### src/rtl/regfile_pkg.sv
// Shared types and defaults for the MIPS-lite register file.
// Imported by regfile_scoreboard and regfile_sb.
package regfile_pkg;

    localparam int DATA_W_DEF = 32;
    localparam int ADDR_W_DEF = 5;

    typedef logic [DATA_W_DEF-1:0] reg_data_t;
    typedef logic [ADDR_W_DEF-1:0] reg_addr_t;

    localparam reg_addr_t REG_ZERO = '0;

endpackage

### src/rtl/regfile_scoreboard.sv
// Pending-write scoreboard: busy vector, reservation accept,
// flush and registered busy count for the register file.
module regfile_scoreboard
    import regfile_pkg::*;
#(
    parameter int ADDR_W   = ADDR_W_DEF,
    parameter int ZERO_REG = 1
) (
    input  logic                   clk,
    input  logic                   rst,
    input  logic                   wr_en,
    input  logic [ADDR_W-1:0]      wr_addr,
    input  logic                   rsv_en,
    input  logic [ADDR_W-1:0]      rsv_addr,
    input  logic                   flush,
    output logic                   rsv_ok,
    output logic [(2**ADDR_W)-1:0] busy,
    output logic [ADDR_W:0]        busy_cnt
);

    localparam int DEPTH = 2**ADDR_W;

    logic [DEPTH-1:0] busy_nxt;
    logic [ADDR_W:0]  cnt_nxt;
    logic             wr_hit;

    assign wr_hit = wr_en && (wr_addr == rsv_addr);
    assign rsv_ok = rsv_en && (!busy[rsv_addr] || wr_hit) && !flush;

    // Next busy vector: retire, then reserve; flush wins over both.
    always_comb begin
        busy_nxt = busy;
        if (flush) begin
            busy_nxt = '0;
        end else begin
            if (wr_en)
                busy_nxt[wr_addr] = 1'b0;
            if (rsv_ok)
                busy_nxt[rsv_addr] = 1'b1;
        end
        if (ZERO_REG != 0)
            busy_nxt[REG_ZERO] = 1'b0;
    end

    // Popcount of the next vector so the registered count tracks busy.
    always_comb begin
        cnt_nxt = '0;
        for (int i = 0; i < DEPTH; i++)
            cnt_nxt = cnt_nxt + (ADDR_W+1)'(busy_nxt[i]);
    end

    // Busy state and its count.
    always_ff @(posedge clk or posedge rst) begin
        if (rst) begin
            busy     <= '0;
            busy_cnt <= '0;
        end else begin
            busy     <= busy_nxt;
            busy_cnt <= cnt_nxt;
        end
    end

endmodule

### src/rtl/regfile_sb.sv
// Register file with NUM_RD async read ports, one write-back port
// and pending-write scoreboard. Optional: REGFILE_BYPASS_EN.
module regfile_sb
    import regfile_pkg::*;
#(
    parameter int DATA_W   = DATA_W_DEF,
    parameter int ADDR_W   = ADDR_W_DEF,
    parameter int NUM_RD   = 2,
    parameter int ZERO_REG = 1
) (
    input  logic                     clk,
    input  logic                     rst,
    input  logic [NUM_RD*ADDR_W-1:0] rd_addr,
    output logic [NUM_RD*DATA_W-1:0] rd_data,
    output logic [NUM_RD-1:0]        rd_busy,
    input  logic                     wr_en,
    input  logic [ADDR_W-1:0]        wr_addr,
    input  logic [DATA_W-1:0]        wr_data,
    input  logic                     rsv_en,
    input  logic [ADDR_W-1:0]        rsv_addr,
    output logic                     rsv_ok,
    input  logic                     flush,
    output logic [ADDR_W:0]          busy_cnt
);

    localparam int DEPTH = 2**ADDR_W;

    logic [DATA_W-1:0] regs [DEPTH];
    logic [DEPTH-1:0]  busy;
    logic              wr_keep;

    assign wr_keep = wr_en &&
        !((ZERO_REG != 0) && (wr_addr == ADDR_W'(REG_ZERO)));

    regfile_scoreboard #(
        .ADDR_W   (ADDR_W),
        .ZERO_REG (ZERO_REG)
    ) u_sb (
        .clk      (clk),
        .rst      (rst),
        .wr_en    (wr_en),
        .wr_addr  (wr_addr),
        .rsv_en   (rsv_en),
        .rsv_addr (rsv_addr),
        .flush    (flush),
        .rsv_ok   (rsv_ok),
        .busy     (busy),
        .busy_cnt (busy_cnt)
    );

    // Data array; writes to a hardwired zero register are dropped.
    always_ff @(posedge clk or posedge rst) begin
        if (rst) begin
            for (int i = 0; i < DEPTH; i++)
                regs[i] <= '0;
        end else if (wr_keep) begin
            regs[wr_addr] <= wr_data;
        end
    end

    for (genvar g = 0; g < NUM_RD; g++) begin : g_rd
        logic [ADDR_W-1:0] addr;
        logic              hz;
        logic [DATA_W-1:0] d;
        logic              b;

        assign addr = rd_addr[g*ADDR_W +: ADDR_W];
        assign hz   = (ZERO_REG != 0) &&
                      (addr == ADDR_W'(REG_ZERO));

        // Read mux with optional same-cycle write-back forwarding.
        always_comb begin
            d = hz ? '0 : regs[addr];
            b = hz ? 1'b0 : busy[addr];
`ifdef REGFILE_BYPASS_EN
            if (wr_en && (wr_addr == addr) && !hz) begin
                d = wr_data;
                b = 1'b0;
            end
`endif
        end

        assign rd_data[g*DATA_W +: DATA_W] = d;
        assign rd_busy[g] = b;
    end

endmodule

### config.mk
export PLATFORM = sky130hd
export DESIGN_NAME = regfile_sb
export DESIGN_NICKNAME = d
export VERILOG_FILES = /design/src/rtl/regfile_pkg.sv /design/src/rtl/regfile_scoreboard.sv /design/src/rtl/regfile_sb.sv
export SDC_FILE = /design/constraint.sdc
export NUM_CORES = 2
export LEC_CHECK = 0
export BUFFER_PORTS_ARGS = -buffer_cell sky130_fd_sc_hd__buf_2
export CAP_MARGIN = 40
export CORE_UTILIZATION = 30
export DETAILED_ROUTE_END_ITERATION = 10
export PLACE_DENSITY_LB_ADDON = 0.08
export SLEW_MARGIN = 0
export SYNTH_ARGS = -nofsm -noshare
export SYNTH_HDL_FRONTEND = slang
export SYNTH_HIERARCHICAL = 1
export SYNTH_SLANG_ARGS = --single-unit
### constraint.sdc
create_clock -name clk -period 40.6 [get_ports clk]
set_input_delay 12.18 -clock clk [delete_from_list [all_inputs] [get_ports clk]]
set_output_delay 12.18 -clock clk [all_outputs]
set_load 0.005 [all_outputs]
# Word level (Yosys, flattened, before mapping)

Cells that the tools add are included.

Output and inout port bits: 73
Input bits: 57
Register bits: 1061

Mux-type cells: 27
Order comparisons: 10
$add $sub $neg: 30
Eq/ne operators: 1
Reduce and logical (&&, ||, !) cells: 14
Bitwise logic cells: 6

Operators with widths:

| cell                                                                                | number |
|---|---|
| 1024-bit bitwise mux                                                                | 1 |
| 32-bit 2-to-1 mux                                                                   | 11 |
| 32-bit binary-select mux with 5-bit select                                          | 2 |
| 6-bit by 1-bit adder with 6-bit output                                              | 29 |
| 32-bit demux with 5-bit select                                                      | 1 |
| 32-bit AND                                                                          | 1 |
| 32-bit inverter                                                                     | 1 |
| 32-bit bitwise OR                                                                   | 1 |
| 5-bit by 6-bit < comparator with 1-bit output, second input constant                | 4 |
| 6-bit greater-or-equal comparator, second input constant                            | 3 |
| 5-bit inverter with 6-bit output                                                    | 3 |
| 1-bit binary-select mux with 5-bit select                                           | 3 |
| 5-bit logical NOT                                                                   | 3 |
| 1-bit demux with 5-bit select                                                       | 2 |
| 5-bit by 1-bit greater-or-equal comparator with 1-bit output, second input constant | 2 |
| 1-bit logical AND                                                                   | 7 |
| 1-bit 2-to-1 mux                                                                    | 7 |
| 6-bit by 1-bit < comparator with 1-bit output, second input constant                | 1 |
| 5-bit == test                                                                       | 1 |
| 1-bit logical NOT                                                                   | 3 |
| 1-bit by 1-bit adder with 2-bit output                                              | 1 |
| 1-bit logical OR                                                                    | 1 |

# Longest topological paths before layout

Depth after elaboration: 41
Gate-level depth with buffers: 25
Gate-level depth less buffers: 22

# Modules after synthesis

Netlist, hierarchy kept.

By module, submodules not included:

| module             | cells an instance | times used | area each (µm²) | seq. area each (µm²) |
|---|---|---|---|---|
| regfile_sb         | 3672              | 1          | 54778.8         | 25624.6 |
| regfile_scoreboard | 362               | 1          | 3377.0          | 925.9 |

# Least setup slack after synthesis

OpenSTA, ideal clock, no wires.

Path type: input-to-output
Start: input port rd_addr[7]
End: output port rd_busy[1]
Buffers on the path: 4
Data arrival time: 13.949 ns
Slack: 14.471 ns
Required time: 28.420 ns
Cell stages on the path: 8
Path through: buf_2 -> buf_2 -> clkbuf_1 -> mux4_2 -> mux4_2 -> o22ai_1 -> nor3_1 -> buf_4

Word-level cells in the longest chain between the ends: 3
Elaborated cells between the ends (all ways): 4

Ends and longest elaborated chain:

| what                                      | RTL line         | RTL |
|---|---|---|
| from (decl)                               | regfile_sb.sv:13 | `input logic [NUM_RD*ADDR_W-1:0] rd_addr,` |
| 1-bit binary-select mux with 5-bit select | regfile_sb.sv:74 | `b = hz ? 1'b0 : busy[addr];` |
| 1-bit 2-to-1 mux (not written as such)    | regfile_sb.sv:74 |  |
| 1-bit 2-to-1 mux *                        | regfile_sb.sv:74 |  |
| to (decl)                                 | regfile_sb.sv:15 | `output logic [NUM_RD-1:0] rd_busy,` |

Every way passes the cells marked *; elsewhere a longest branch is shown, timed or not. The select of a mux whose other input is x is not followed.

# Worst setup path in the final report

Start: input port rd_addr[0]
End: output port rd_data[8]

Word-level cells in the longest chain between the ends: 5
Elaborated cells between the ends (all ways): 6

Ends and longest elaborated chain:

| what                                                   | RTL line         | RTL |
|---|---|---|
| 5-bit inverter with 6-bit output (not written as such) | regfile_sb.sv:73 | `d = hz ? '0 : regs[addr];` |
| 32-bit binary-select mux with 5-bit select             | regfile_sb.sv:73 |  |
| 32-bit 2-to-1 mux (not written as such) (2 in a row)   | regfile_sb.sv:73 |  |
| 32-bit 2-to-1 mux *                                    | regfile_sb.sv:73 |  |
| to (decl)                                              | regfile_sb.sv:14 | `output logic [NUM_RD*DATA_W-1:0] rd_data,` |

Marks and branches as above.

==> run_results.csv <==
group,metric,value,unit
sta,worstMarginPinSlew,1.02,ns
clocking,cts_inserted_buffers,135,
finish,final_net_count,4093,
clocking,cts-hold-fix-buffers,0,
routing,postRouteWirelength,233000,um
routing,drtAntennaViolNets,0,
sta,worst_clock_skew,0.0126,ns
floorplanning,height_of_the_die,442,um
routing,vias,38000,
setup_path,critical_path_buf_inv_count,7,
setup_path,critical_path_sink_type,"primary output",
clocking,clkSlewWorstSetupHoldPaths,0.05,ns
sta,grt_setup_unrepaired,"no",
global_routing,grt_pass1_wl,332000,um
floorplanning,num_rows,161,
setup_path,crit_path_end,"rd_data[8]",
synth,synth_top_area_share,45.7,%
setup_path,crit_fanout,47,
clocking,cts_sinks,1061,
setup_path,crit-reg2reg-launch,"u_sb/busy[5]$_DFF_PP0_",
synth,synth.yosys.warnings,6,
setup_path,critical_path.startpoint_type,"input port",
synth,post-synth-top-area-cell,"sky130_fd_sc_hd__dfrtp_1",
synth,synth_cells,4034,
routing,detail_route.vias_per_cell,5.73,
power_and_ir_drop,power.leakage,28.7,nW
global_routing,grt_pass1_vias,39800,
placement,hpwlAfterDp,140000,um
clocking,post_cts.repair.setup_buffers,0,
floorplanning,core,193000,um2
setup_path,timing.critical_path.required,28.42,ns
setup_path,critical_path_cell_count,11,
routing,initialDrtViolationCount,2877,
finish,final_layout_size_suffix_gt1_share,47.8,%
synth,synth_flop_cell,"sky130_fd_sc_hd__dfrtp_1",
synth,synth-edff-count,0,
status,run_status,"finished clean",
setup_path,beginning_of_the_critical_path,"rd_addr[0]",
sta,final.setup.worst_slack,11.74,ns
global_routing,antenna_found_initial,22,
sta,totalNegativeSetupSlack,0,ns
setup_path,path_depth_of_the_worst_reg2reg_path,22,
routing,wl_per_cell,35.1,um
synth,syn_area_per_cell,14.4,um2
setup_path,most_prevalent_standard_cell_on_the_critical_path,"sky130_fd_sc_hd__buf_4",
routing,detail_route.first_pass.iterations,5,
synth,synth_area,58200,um2
setup_path,critPathKind,"input port to primary output",
setup_path,cp.arrival,16.68,ns
routing,drc_errors,0,
clocking,cts-htree-levels,4,
setup_path,critical_path.cell_chain,"buf_8, buf_4, buf_4, buf_4, mux4_2, a22o_1, a2111oi_0, nor3_1, buf_2, buf_4, buf_2",
setup_path,rrSetupSlack,34.22,ns
setup_path,rr_endpoint,"u_sb/busy_cnt[4]$_DFF_PP0_",
power_and_ir_drop,power_density,48.4,nW/um2
global_routing,grt.overflow.total,0,
setup_path,crit_path_max_incr_delay,0.69,ns
synth,synth-seq-area-share,45.7,%
floorplanning,floorplan.io_pins,130,
clocking,clock_latency_reported_for_the_late_side_of_the_worst_skew_pair,0.77,ns
sta,drv_slew,0,
placement,place.gp.congestion,0.814,
synth,mappedNetlistNets,4121,
sta,hold_viol_final,0,
clocking,post_cts.resized_instances,0,
clocking,tritoncts,"built",
clocking,clock_tree.buffer_depth,3,
floorplanning,dieWidth,442,um
global_routing,grt_start_max_net_pins,160,
flow_run,maxcap_viol_count,0,
sta,fin_crit,28.86,ns
sta,report.final.setup_viol,0,
sta,worst_slew_margin_rel,32.0,%
floorplanning,fp.dieArea,196000,um2
finish,num-fill-cells,18600,
synth,synth.distinct_cells,68,
sta,highest_clock_rate,34.6,MHz
placement,dp_worst_setup_slack,11.64,ns
global_routing,grt.total_usage,23.8,%
placement,place_inst,6395,
clocking,clock-root-buffer,"sky130_fd_sc_hd__clkbuf_16",
hold_path,hold_class,"register to register",
setup_path,cell_family_with_most_cp_delay,"buffers and inverters",
power_and_ir_drop,largest_vdd_supply_drop,45.3,uV
placement,io_buffers,129,
floorplanning,initial_utilization,30.2,%
finish,final_cell_count_no_fill,6628,
synth,ys_async_sr_fraction,100,%
synth,synth_top_cells_by_area,"sky130_fd_sc_hd__dfrtp_1 (46%), sky130_fd_sc_hd__mux2_2 (19%), sky130_fd_sc_hd__mux4_2 (17%)",
finish,layout-area-overhead-vs-synth,14.3,%
sta,fin_crit_sh,71.1,%
setup_path,cpMaxStageDelayCell,"sky130_fd_sc_hd__buf_4",
synth,ys_ff_latch,1061,
## cells by family (layout without fill, tap and decap cells)
kind of cell               Yosys count  count (layout)  synth area share, %
muxes                             1727            1727                 41.3
DFF                               1061            1061                 45.7
and+or+nand+nor                    316             316                 3.09
adders and majority gates           30              30                0.942
xor gates and xnor gates             8               8                0.120
other                                1               9              0.00645
AOI/OAI and AO/OA                  409             409                 5.21
buffers and inverters              482             542                 3.67
## layout by cell type, fill, tap and decap left out, types with 48 or more instances in the layout
master and count:
sky130_fd_sc_hd__mux2i_1 258, sky130_fd_sc_hd__a22oi_1 70, sky130_fd_sc_hd__buf_2 135, sky130_fd_sc_hd__clkbuf_16 140
sky130_fd_sc_hd__buf_4 98, sky130_fd_sc_hd__mux2_1 60, sky130_fd_sc_hd__nor3_1 48, sky130_fd_sc_hd__a21oi_1 57
sky130_fd_sc_hd__dfrtp_1 1061, sky130_fd_sc_hd__mux4_2 435, sky130_fd_sc_hd__mux2_2 973
## metal layers
| layer | vias up | global-route usage (%) | part of all wire, % |
|---|---|---|---|
| li1 | 15500 | - | - |
| met1 | 21200 | 33.1 | 45 |
| met2 | 944 | 39.1 | 48 |
| met3 | 265 | 3.19 | 3.9 |
| met4 | 2 | 6.05 | 2.5 |
| met5 | - | 0 | 0.0056 |
## stage by stage
stage | hold slack [ns] | utilization, % | instance area [um2] | total power, mW
floorplan | 0.441 | - | 58200 | 1.84
global placement | 0.389 | 31.7 | 61100 | 2.04
detailed placement | 0.386 | 32.3 | 62300 | 2.06
CTS | 0.397 | 34.5 | 66500 | 3.25
global route | 0.407 | 34.5 | 66500 | 3.36
finish | 0.395 | 34.5 | 66500 | 3.22
## final cells by class
type                       instances  area, um2  area share [%]
tap                             2526       3160            4.75
timing repair buffer             287       2630            3.95
clock inverter                    29        221           0.333
clock buffer                     196       3980            5.99
sequential                      1061      26600            39.9
antenna                            8       20.0          0.0301
multi-input combinational       2491      29800            44.8
inverter                          30        116           0.175
## cell usage after synthesis, drive strengths merged, types with 4 or more instances
library cell / number
o21a: 6
a211oi: 44
nor3b: 20
or3b: 6
nor2: 38
a21o: 5
nand3: 20
mux4: 435
a21oi: 57
a2111oi: 24
inv: 30
mux2i: 258
a22o: 45
nor2b: 46
clkbuf: 253
o22ai: 47
a221oi: 4
o32ai: 14
o21ai: 14
nor3: 48
fa: 23
o211ai: 8
o31ai: 13
and2: 18
nand3b: 19
ha: 7
a31oi: 14
nand2: 45
o211a: 6
a22oi: 71
mux2: 1034
buf: 199
o221ai: 24
and3: 8
dfrtp: 1061
xor2: 6
or2: 4
nor4: 16
nand2b: 18
## registers in the layout, summed over array words and instances (netlist names)
signal	cells
regs	1024
u_sb/busy_cnt	6
u_sb/busy	31
## power breakdown
part,leakage [nW],total [mW],switching [mW],internal [mW]
clock,2.08,1.18,0.490,0.688
combinational,12.9,0.637,0.273,0.364
sequential,13.6,1.41,0.152,1.25
## worst min path at each step
stage	start	end	slack, ns	cells after the start
after detailed placement	regs[992]$_DFFE_PP0P_	regs[992]$_DFFE_PP0P_	0.39	0
after CTS	regs[1006]$_DFFE_PP0P_	regs[1006]$_DFFE_PP0P_	0.40	0
after floorplan	regs[1001]$_DFFE_PP0P_	regs[1001]$_DFFE_PP0P_	0.44	1
final	regs[996]$_DFFE_PP0P_	regs[996]$_DFFE_PP0P_	0.40	0
after global routing	regs[1012]$_DFFE_PP0P_	regs[1012]$_DFFE_PP0P_	0.41	0
after global placement	regs[992]$_DFFE_PP0P_	regs[992]$_DFFE_PP0P_	0.39	0
No activity file was read; power rests on OpenSTA's default activity.
